`config.mk`:
```
export PLATFORM = sky130hd
export DESIGN_NAME = tinyqv_mem_arbiter
export DESIGN_NICKNAME = d
export VERILOG_FILES = /design/src/rtl/tinyqv_mem_arbiter.sv
export SDC_FILE = /design/constraint.sdc
export NUM_CORES = 1
export LEC_CHECK = 0
export CAP_MARGIN = 20
export CORE_MARGIN = 2
export CORE_UTILIZATION = 30
export CTS_CLUSTER_SIZE = 25
export DETAILED_ROUTE_END_ITERATION = 8
export SETUP_SLACK_MARGIN = 0.4
export SYNTH_ARGS = -nofsm -noshare
export SYNTH_HDL_FRONTEND = slang
export SYNTH_SLANG_ARGS = --single-unit
export TNS_END_PERCENT = 50
```
`constraint.sdc`:
```
create_clock -name clk -period 3.9 [get_ports clk]
set_clock_uncertainty 0.2 [all_clocks]
set_input_delay 0.39 -clock clk [delete_from_list [all_inputs] [get_ports clk]]
set_output_delay 0.39 -clock clk [all_outputs]
set_load 0.1 [all_outputs]
```
`src/rtl/tinyqv_mem_arbiter.sv`:
```
// Shares the single memory controller port between instruction prefetch and core load/store.
// Data has priority; a burst counter lets a pending fetch win after DATA_BURST data grants.
module tinyqv_mem_arbiter #(
    parameter int ADDR_BITS  = 24,
    parameter int DATA_BURST = 2
) (
    input  logic                 clk,
    input  logic                 rst,

    input  logic                 instr_req,
    input  logic [ADDR_BITS-1:0] instr_addr,
    input  logic                 instr_stop,
    output logic                 instr_ready,
    output logic [15:0]          instr_data,

    input  logic                 data_req,
    input  logic                 data_write,
    input  logic [1:0]           data_size,
    input  logic [ADDR_BITS-1:0] data_addr,
    input  logic [31:0]          data_wdata,
    output logic                 data_ready,
    output logic [31:0]          data_rdata,

    output logic                 mem_start,
    output logic                 mem_write,
    output logic [1:0]           mem_size,
    output logic [ADDR_BITS-1:0] mem_addr,
    output logic [31:0]          mem_wdata,
    output logic                 mem_stop,
    input  logic                 mem_done,
    input  logic [31:0]          mem_rdata
);

    localparam int unsigned    CNT_BITS  = 3;
    localparam logic [CNT_BITS-1:0] BURST_MAX = CNT_BITS'(DATA_BURST);

    typedef enum logic [1:0] {
        S_IDLE  = 2'd0,
        S_INSTR = 2'd1,
        S_DATA  = 2'd2
    } state_t;

    state_t              state, state_d;
    logic [CNT_BITS-1:0] burst_cnt, burst_cnt_d;
    logic                instr_elig, data_elig;
    logic                grant_instr, grant_data;
    logic                mem_stop_d, instr_ready_d, data_ready_d;

    // Ready outputs mask their own requester so a held request is not granted twice.
    assign instr_elig = instr_req && !instr_ready && !instr_stop;
    assign data_elig  = data_req && !data_ready;

    always_ff @(posedge clk or posedge rst) begin
        if (rst) begin
            state     <= S_IDLE;
            burst_cnt <= '0;
        end else begin
            state     <= state_d;
            burst_cnt <= burst_cnt_d;
        end
    end

    always_comb begin
        state_d       = state;
        grant_instr   = 1'b0;
        grant_data    = 1'b0;
        mem_stop_d    = 1'b0;
        instr_ready_d = 1'b0;
        data_ready_d  = 1'b0;
        burst_cnt_d   = burst_cnt;

        case (state)
            S_IDLE: begin
                if (data_elig && !(instr_elig && burst_cnt == BURST_MAX)) begin
                    grant_data = 1'b1;
                    state_d    = S_DATA;
                end else if (instr_elig) begin
                    grant_instr = 1'b1;
                    state_d     = S_INSTR;
                end
            end
            S_INSTR: begin
                // A branch abort beats a completion landing in the same cycle.
                if (instr_stop) begin
                    state_d    = S_IDLE;
                    mem_stop_d = !mem_done;
                end else if (mem_done) begin
                    state_d       = S_IDLE;
                    instr_ready_d = 1'b1;
                end
            end
            S_DATA: begin
                if (mem_done) begin
                    state_d      = S_IDLE;
                    data_ready_d = 1'b1;
                end
            end
            default: state_d = S_IDLE;
        endcase

        if (!instr_req || grant_instr) begin
            burst_cnt_d = '0;
        end else if (grant_data && burst_cnt < BURST_MAX) begin
            burst_cnt_d = burst_cnt + CNT_BITS'(1);
        end
    end

    // Registered transaction fields, held until the next grant.
    always_ff @(posedge clk or posedge rst) begin
        if (rst) begin
            mem_start   <= 1'b0;
            mem_stop    <= 1'b0;
            mem_write   <= 1'b0;
            mem_size    <= 2'b00;
            mem_addr    <= '0;
            mem_wdata   <= '0;
            instr_ready <= 1'b0;
            instr_data  <= '0;
            data_ready  <= 1'b0;
            data_rdata  <= '0;
        end else begin
            mem_start   <= grant_instr || grant_data;
            mem_stop    <= mem_stop_d;
            instr_ready <= instr_ready_d;
            data_ready  <= data_ready_d;

            if (grant_instr) begin
                mem_write <= 1'b0;
                mem_size  <= 2'b01;
                mem_addr  <= instr_addr & ~ADDR_BITS'(1);
            end else if (grant_data) begin
                mem_write <= data_write;
                mem_size  <= (data_size == 2'b11) ? 2'b10 : data_size;
                mem_addr  <= data_addr;
                mem_wdata <= data_wdata;
            end

            if (instr_ready_d) instr_data <= mem_rdata[15:0];
            if (data_ready_d)  data_rdata <= mem_rdata;
        end
    end

endmodule

```
==> summary.txt, run 1 <==
Drt
  – WL met3: 1.09 mm
  – Post-DR wirelength/cell: 17.6 um
  – Starting DRT DRC Count: 127
  – Via density: 4.70
  – Drc violations: 0
  – Highest metal used: met4
  – ANT nets after route: 0
  – Drt pass-1 iters: 4
  – Met1 WL: 5.54 mm
  – Detailed Route WL: 13.5 mm
  – WL met2: 6.54 mm
  – Vias: 3602

Floorplanning
  – Die Height: 130 um
  – Die width: 130 um
  – Row cnt: 45
  – Initial Util: 31.0%
  – Total I/O pin count: 232
  – Core ar.: 15300 sq um
  – Die Area: 16800 sq um

Yosys
  – Synth warn: 0
  – Library cells used by synthesis: 32
  – Area of the mapped netlist: 4740 sq um
  – Post-Syn Nets: 427
  – Sequential area share after synthesis: 61.2%
  – Synthesized area per cell: 15.6 sq um
  – Gate Count Post-Synth: 304
  – #FFs+latches synth: 116

STA
  – Max-slew violations: 0
  – Setup TNS: 0 ns
  – Max-slew headroom: 30.7%
  – Period utilization: 67.6%
  – Final number of setup-violating endpoints: 0
  – Hold Vio Cnt, Final: 0
  – Min Tclk post-route: 2.64 ns
  – RSZ-0062 raised after global routing: false
  – Max frequency: 0.379 GHz
  – Worst Slack Setup Final: 1.26 ns
  – Tightest Pin Transition: 1.04 ns

Layout
  – Final net count: 665
  – Fraction of layout cells with a size suffix above 1: 23.6%
  – Area grow syn2layout: 66.2%
  – Final Cell Area: 7880 sq um
  – Fillers: 1367
  – Final cell count without fillers: 767
  – Multi-input gate area: 1700 sq um
  – Seq. cell area: 2900 sq um

Setup path
  – Crit-path cells: clkdlybuf4s50_1
  – CP Buf/Inv Count: 1
  – Crit path kind: reg2out
  – Crit path max-delay family: buffers and inverters
  – CP max FO: 4
  – CP Capture Type: output pin
  – Worst path max stage delay: 1.19 ns
  – Worst EP arrival: 2.05 ns
  – Critical path's slowest cell: clkdlybuf4s50_1
  – WP data required: 3.31 ns
  – Worst setup SP type: flip-flop

Clock tree
  – Maximum root-to-sink buffer count: 2
  – Clock Sinks: 116
  – Post-CTS Setup Repair Bufs: 0
  – Root Driver: clkbuf_16
  – TritonCTS clock tree: yes
  – Htree depth: 4
  – Cts hold-fix bufs: 0
  – Clk slew on worst S/H paths: 0.06 ns
  – CTS buffer count: 17
  – Clock Latency Late Sink: 0.41 ns
  – # resized after CTS: 0

Placed design
  – Setup slack at placement: 0.999 ns
  – Port bufs: 230
  – Final GP Congestion: 0.728
  – Placed Area: 7280 sq um
  – Hpwl dp: 9.63 mm
  – Cells after DPL: 734

Global routing
  – Global route overflow: 0
  – Largest net degree at the start of global routing: 77
  – Initial antenna violation count: 0
  – Vias in the first global route: 3858
  – Wire length of the first global-routing pass: 20.4 mm
  – Gr usage total: 15.9%

Job
  – Maxcap violations: 0

Run status
  – Outcome: completed

Hold path
  – Hold Crit Class: in2async
[path summary, 6_finish.rpt]
kind,from,to,slack [ns],depth (start not counted)
max reg2reg,burst_cnt[0]$_DFFE_PP0P_,mem_addr[4]$_DFFE_PP0P_,1.36,7
max,data_ready$_DFF_PP0_,data_ready,1.26,1
min reg2reg,mem_addr[0]$_DFFE_PP0P_,mem_addr[0]$_DFFE_PP0P_,0.30,1
min in group clk,mem_addr[0]$_DFFE_PP0P_,mem_addr[0]$_DFFE_PP0P_,0.30,1
max in group asynchronous,rst,mem_addr[8]$_DFFE_PP0P_,2.37,3
min,rst,data_rdata[18]$_DFFE_PP0P_,0.28,3
[cells in the final DEF (no fill, tap or decap), types with 2 or more instances in the layout]
master           instances
or4b_4                   2
ha_1                     2
o41ai_1                  2
clkdlybuf4s50_1        230
a221o_1                 23
nor2_1                   2
nor4b_1                  2
a22o_1                   3
buf_4                   10
clkinvlp_4               4
clkbuf_16               17
o211a_1                 25
inv_1                    8
clkinv_4                 3
mux2_2                  80
clkinv_2                 4
dfrtp_1                116
bufinv_16                3
[cell type report]
class / instances / share of cell area [%]
diodes: 1 / 0.0318
clock buffers: 19 / 5.62
clock inverters: 13 / 2.02
inverters: 9 / 0.476
multi-input cells: 158 / 21.5
flip-flops and latches: 116 / 36.8
well taps: 211 / 3.35
repair buffers: 240 / 30.2
[synth_stat cells]
| cell type | instances | share of area [%] |
|---|---|---|
| a2111o_1 | 1 | 0.24 |
| a2111oi_4 | 1 | 0.58 |
| a211oi_2 | 1 | 0.26 |
| a221o_1 | 23 | 4.9 |
| a22o_1 | 3 | 0.55 |
| a31o_2 | 1 | 0.18 |
| buf_2 | 6 | 0.63 |
| buf_4 | 1 | 0.16 |
| buf_6 | 5 | 1.2 |
| clkbuf_1 | 9 | 0.71 |
| dfrtp_1 | 116 | 61 |
| ha_1 | 2 | 0.53 |
| inv_1 | 9 | 0.71 |
| mux2_2 | 80 | 19 |
| nand2b_1 | 1 | 0.13 |
| nand3_1 | 1 | 0.11 |
| nor2_1 | 2 | 0.16 |
| nor2b_1 | 1 | 0.13 |
| nor3b_1 | 1 | 0.16 |
| nor4_1 | 1 | 0.13 |
| nor4_4 | 1 | 0.45 |
| nor4b_1 | 2 | 0.37 |
| nor4b_2 | 1 | 0.32 |
| nor4bb_1 | 1 | 0.21 |
| o2111ai_1 | 1 | 0.18 |
| o211a_1 | 25 | 5.3 |
| o211ai_1 | 1 | 0.16 |
| o21a_1 | 1 | 0.16 |
| o21ai_1 | 1 | 0.11 |
| o41ai_1 | 2 | 0.37 |
| or3b_1 | 1 | 0.18 |
| or4b_4 | 2 | 0.58 |
[per-layer routing]
| metal | vias to the layer above | GRT usage [%] |
|---|---|---|
| li1 | 1641 | - |
| met1 | 1788 | 19.0 |
| met2 | 150 | 25.4 |
| met3 | 23 | 5.99 |
| met4 | 0 | 8.03 |
| met5 | - | 0 |
[worst min-delay path: cells and delay by family]
| kind | cells | cell delay [ns] |
|---|---|---|
| buf+inv | 3 | 0.96 |
[cells by family after synthesis]
group / synth area share (%)
AO/OA/AOI/OAI: 12.9
adder cells (fa/ha/maj): 0.528
buffers and inverters: 3.40
flip-flops: 61.2
multiplexers: 19.0
AND/OR/NAND/NOR: 2.93
[state kept, by name (all words and copies together) (netlist names)]
name	flops
data_rdata	32
mem_wdata	32
mem_addr	24
instr_data	16
burst_cnt	3
mem_size	2
state	2
data_ready	1
instr_ready	1
mem_start	1
mem_stop	1
mem_write	1
[per-stage QoR]
step	util, %	hold slack, ns
2_1_floorplan	-	0.261
3_3_place_gp	47.5	0.283
3_5_place_dp	47.5	0.284
4_1_cts	51.4	0.289
5_1_grt	51.4	0.315
6_report	51.5	0.284
Power of run 1 is left out: the tool's default activity adds up to more than one toggle a clock period on the data nets, which glitch-free logic cannot reach.
==> inputs of run 2 (changes only) <==
==> constraint.sdc (replaced) <==
create_clock -name clk -period 2.8 [get_ports clk]
set_clock_uncertainty 0.2 [all_clocks]
set_input_delay 0.28 -clock clk [delete_from_list [all_inputs] [get_ports clk]]
set_output_delay 0.28 -clock clk [all_outputs]
set_load 0.1 [all_outputs]
==> run 2 against run 1 <==
Critical path depth up 2. Global-route usage is essentially flat. Highest routed layer unchanged. Die area stayed put. Critical endpoint is now burst_cnt[0]$_DFFE_PP0P_.
==> summary.txt, run 2 (same netlist as run 1, synthesis figures left out) <==
STA
  – Max-slew violations: 0 (unchanged)
  – Worst Slack Setup Final: 0.589 ns (-0.673 ns)
  – Tightest Pin Transition: 0.655 ns (-0.381 ns)
  – Min Tclk post-route: 2.21 ns
  – Setup TNS: 0 ns (unchanged)
  – Max frequency: 0.452 GHz
  – Period utilization: 79.0%
  – Max-slew headroom: 55.7% (+25 points)
  – Hold Vio Cnt, Final: 0 (unchanged)
  – Final number of setup-violating endpoints: 0 (unchanged)
  – RSZ-0062 raised after global routing: false

Global routing
  – Largest net degree at the start of global routing: 38 (-51%)
  – Initial antenna violation count: 0 (unchanged)
  – Grt met2 use: 26.4% (+1.0 points)
  – GRT busiest layer: met2
  – Wire length of the first global-routing pass: 20.3 mm (-0.37%)
  – Global route overflow: 0 (unchanged)
  – Gr usage total: 16.0% (about the same)
  – Vias in the first global route: 3846 (-0.31%)
  – GRT met3 Usage: 6.31% (+0.33 points)
  – Met1 Usage GRT: 18.8% (-0.21 points)

Floorplanning
  – Die Height: 130 um (unchanged)
  – Die Area: 16800 sq um (unchanged)
  – Total I/O pin count: 232 (unchanged)
  – Core ar.: 15300 sq um (unchanged)
  – Row cnt: 45 (unchanged)
  – Die width: 130 um (unchanged)
  – Initial Util: 31.0% (unchanged)

Setup path
  – Crit-path cells: or4b_4, or4b_4, a211oi_2
  – Crit path kind: reg2reg
  – Worst path max stage delay: 0.62 ns (-0.57 ns)
  – CP max FO: 10 (+6)
  – Worst EP arrival: 2.34 ns (+0.29 ns)
  – WP data required: 2.93 ns (-0.38 ns)
  – CP Capture Type: flip-flop
  – CP most frequent cell: or4b_4
  – Worst setup SP type: flip-flop
  – CP Buf/Inv Count: 0 (-1)
  – Critical path's slowest cell: or4b_4
  – Crit path max-delay family: simple AND/OR/NAND/NOR gates

Drt
  – Via density: 4.71 (+0.19%)
  – Post-DR wirelength/cell: 17.5 um (-0.62%)
  – Drc violations: 0 (unchanged)
  – Drt pass-1 iters: 4 (unchanged)
  – Detailed Route WL: 13.4 mm (-0.62%)
  – Starting DRT DRC Count: 126 (-0.79%)
  – ANT nets after route: 0 (unchanged)
  – Vias: 3609 (+0.19%)

Layout
  – N_diodes: 0 (-1)
  – Most frequent cells in the layout: clkdlybuf4s50_1 (119), buf_4 (119), dfrtp_1 (116), mux2_2 (80), o211a_1 (25)
  – Fillers: 1371 (+0.29%)
  – Final net count: 667 (+0.30%)
  – Top Registers: data_rdata x32, mem_wdata x32, mem_addr x24
  – Final Cell Area: 7620 sq um (-3.4%)
  – Area grow syn2layout: 60.6%
  – Fraction of layout cells with a size suffix above 1: 43.9% (+20 points)

Clock tree
  – CTS buffer count: 17 (unchanged)
  – # resized after CTS: 0 (unchanged)
  – Post-CTS Setup Repair Bufs: 0 (unchanged)
  – Root Driver: clkbuf_16
  – TritonCTS clock tree: yes
  – Htree depth: 4 (unchanged)
  – Clk slew on worst S/H paths: 0.06 ns (about the same)
  – Clock Latency Late Sink: 0.41 ns (about the same)
  – Clock Sinks: 116 (unchanged)
  – Cts hold-fix bufs: 0 (unchanged)
  – Maximum root-to-sink buffer count: 2 (unchanged)

Placed design
  – Setup slack at placement: 0.301 ns (-0.697 ns)
  – Final GP Congestion: 0.722 (-0.91%)
  – Placed Area: 7060 sq um (-2.9%)
  – Port bufs: 230 (unchanged)
  – Hpwl dp: 9.70 mm (+0.73%)

Run status
  – Outcome: completed

Job
  – Maxcap violations: 0 (unchanged)

Hold path
  – Hold Crit Class: in2async
[run 2: cell types whose count changed in the layout (fill, tap and decap cells not counted)]
cell / delta
clkbuf_1: -1
clkinv_4: -1
diode_2: -1
bufinv_16: -2
buf_12: +4
clkdlybuf4s50_1: -111
buf_4: +109
clkinvlp_4: +3
[run 2: worst paths after layout]
kind,cells past startpoint,slack [ns],from,to
setup reg to reg,3,0.59,state[1]$_DFFE_PP0P_,burst_cnt[0]$_DFFE_PP0P_
hold / removal,2,0.11,rst,mem_wdata[10]$_DFFE_PP0P_
setup / recovery,3,0.59,state[1]$_DFFE_PP0P_,burst_cnt[0]$_DFFE_PP0P_
hold reg to reg,1,0.31,data_rdata[28]$_DFFE_PP0P_,data_rdata[28]$_DFFE_PP0P_
max in group asynchronous,3,1.70,rst,mem_wdata[22]$_DFFE_PP0P_
min in group clk,2,0.28,data_wdata[21],mem_wdata[21]$_DFFE_PP0P_
[run 2: stage by stage]
step	hold slack [ns]	util [%]	instances
6_report	0.114	49.7	767
4_1_cts	0.116	49.7	767
2_1_floorplan	0.151	-	304
3_3_place_gp	0.284	46.1	736
5_1_grt	0.128	49.7	767
3_5_place_dp	0.290	46.1	736
[run 2: cell type report]
class                      count  area (sq um)  share of cell area, %
clock buffer                  18           439                   5.77
multi-input combinational    158          1700                   22.3
sequential                   116          2900                   38.1
clock inverter                13           113                   1.48
timing repair buffer         242          2160                   28.4
inverter                       9          37.5                  0.493
tap                          211           264                   3.47
[run 2: layer usage]
layer  vias up  routed length [um]
li1       1645                   -
met1      1785                5270
met2       157                6730
met3        22                1190
met4         0                 229
met5         -                   0
Power of run 2 is left out for the same reason.
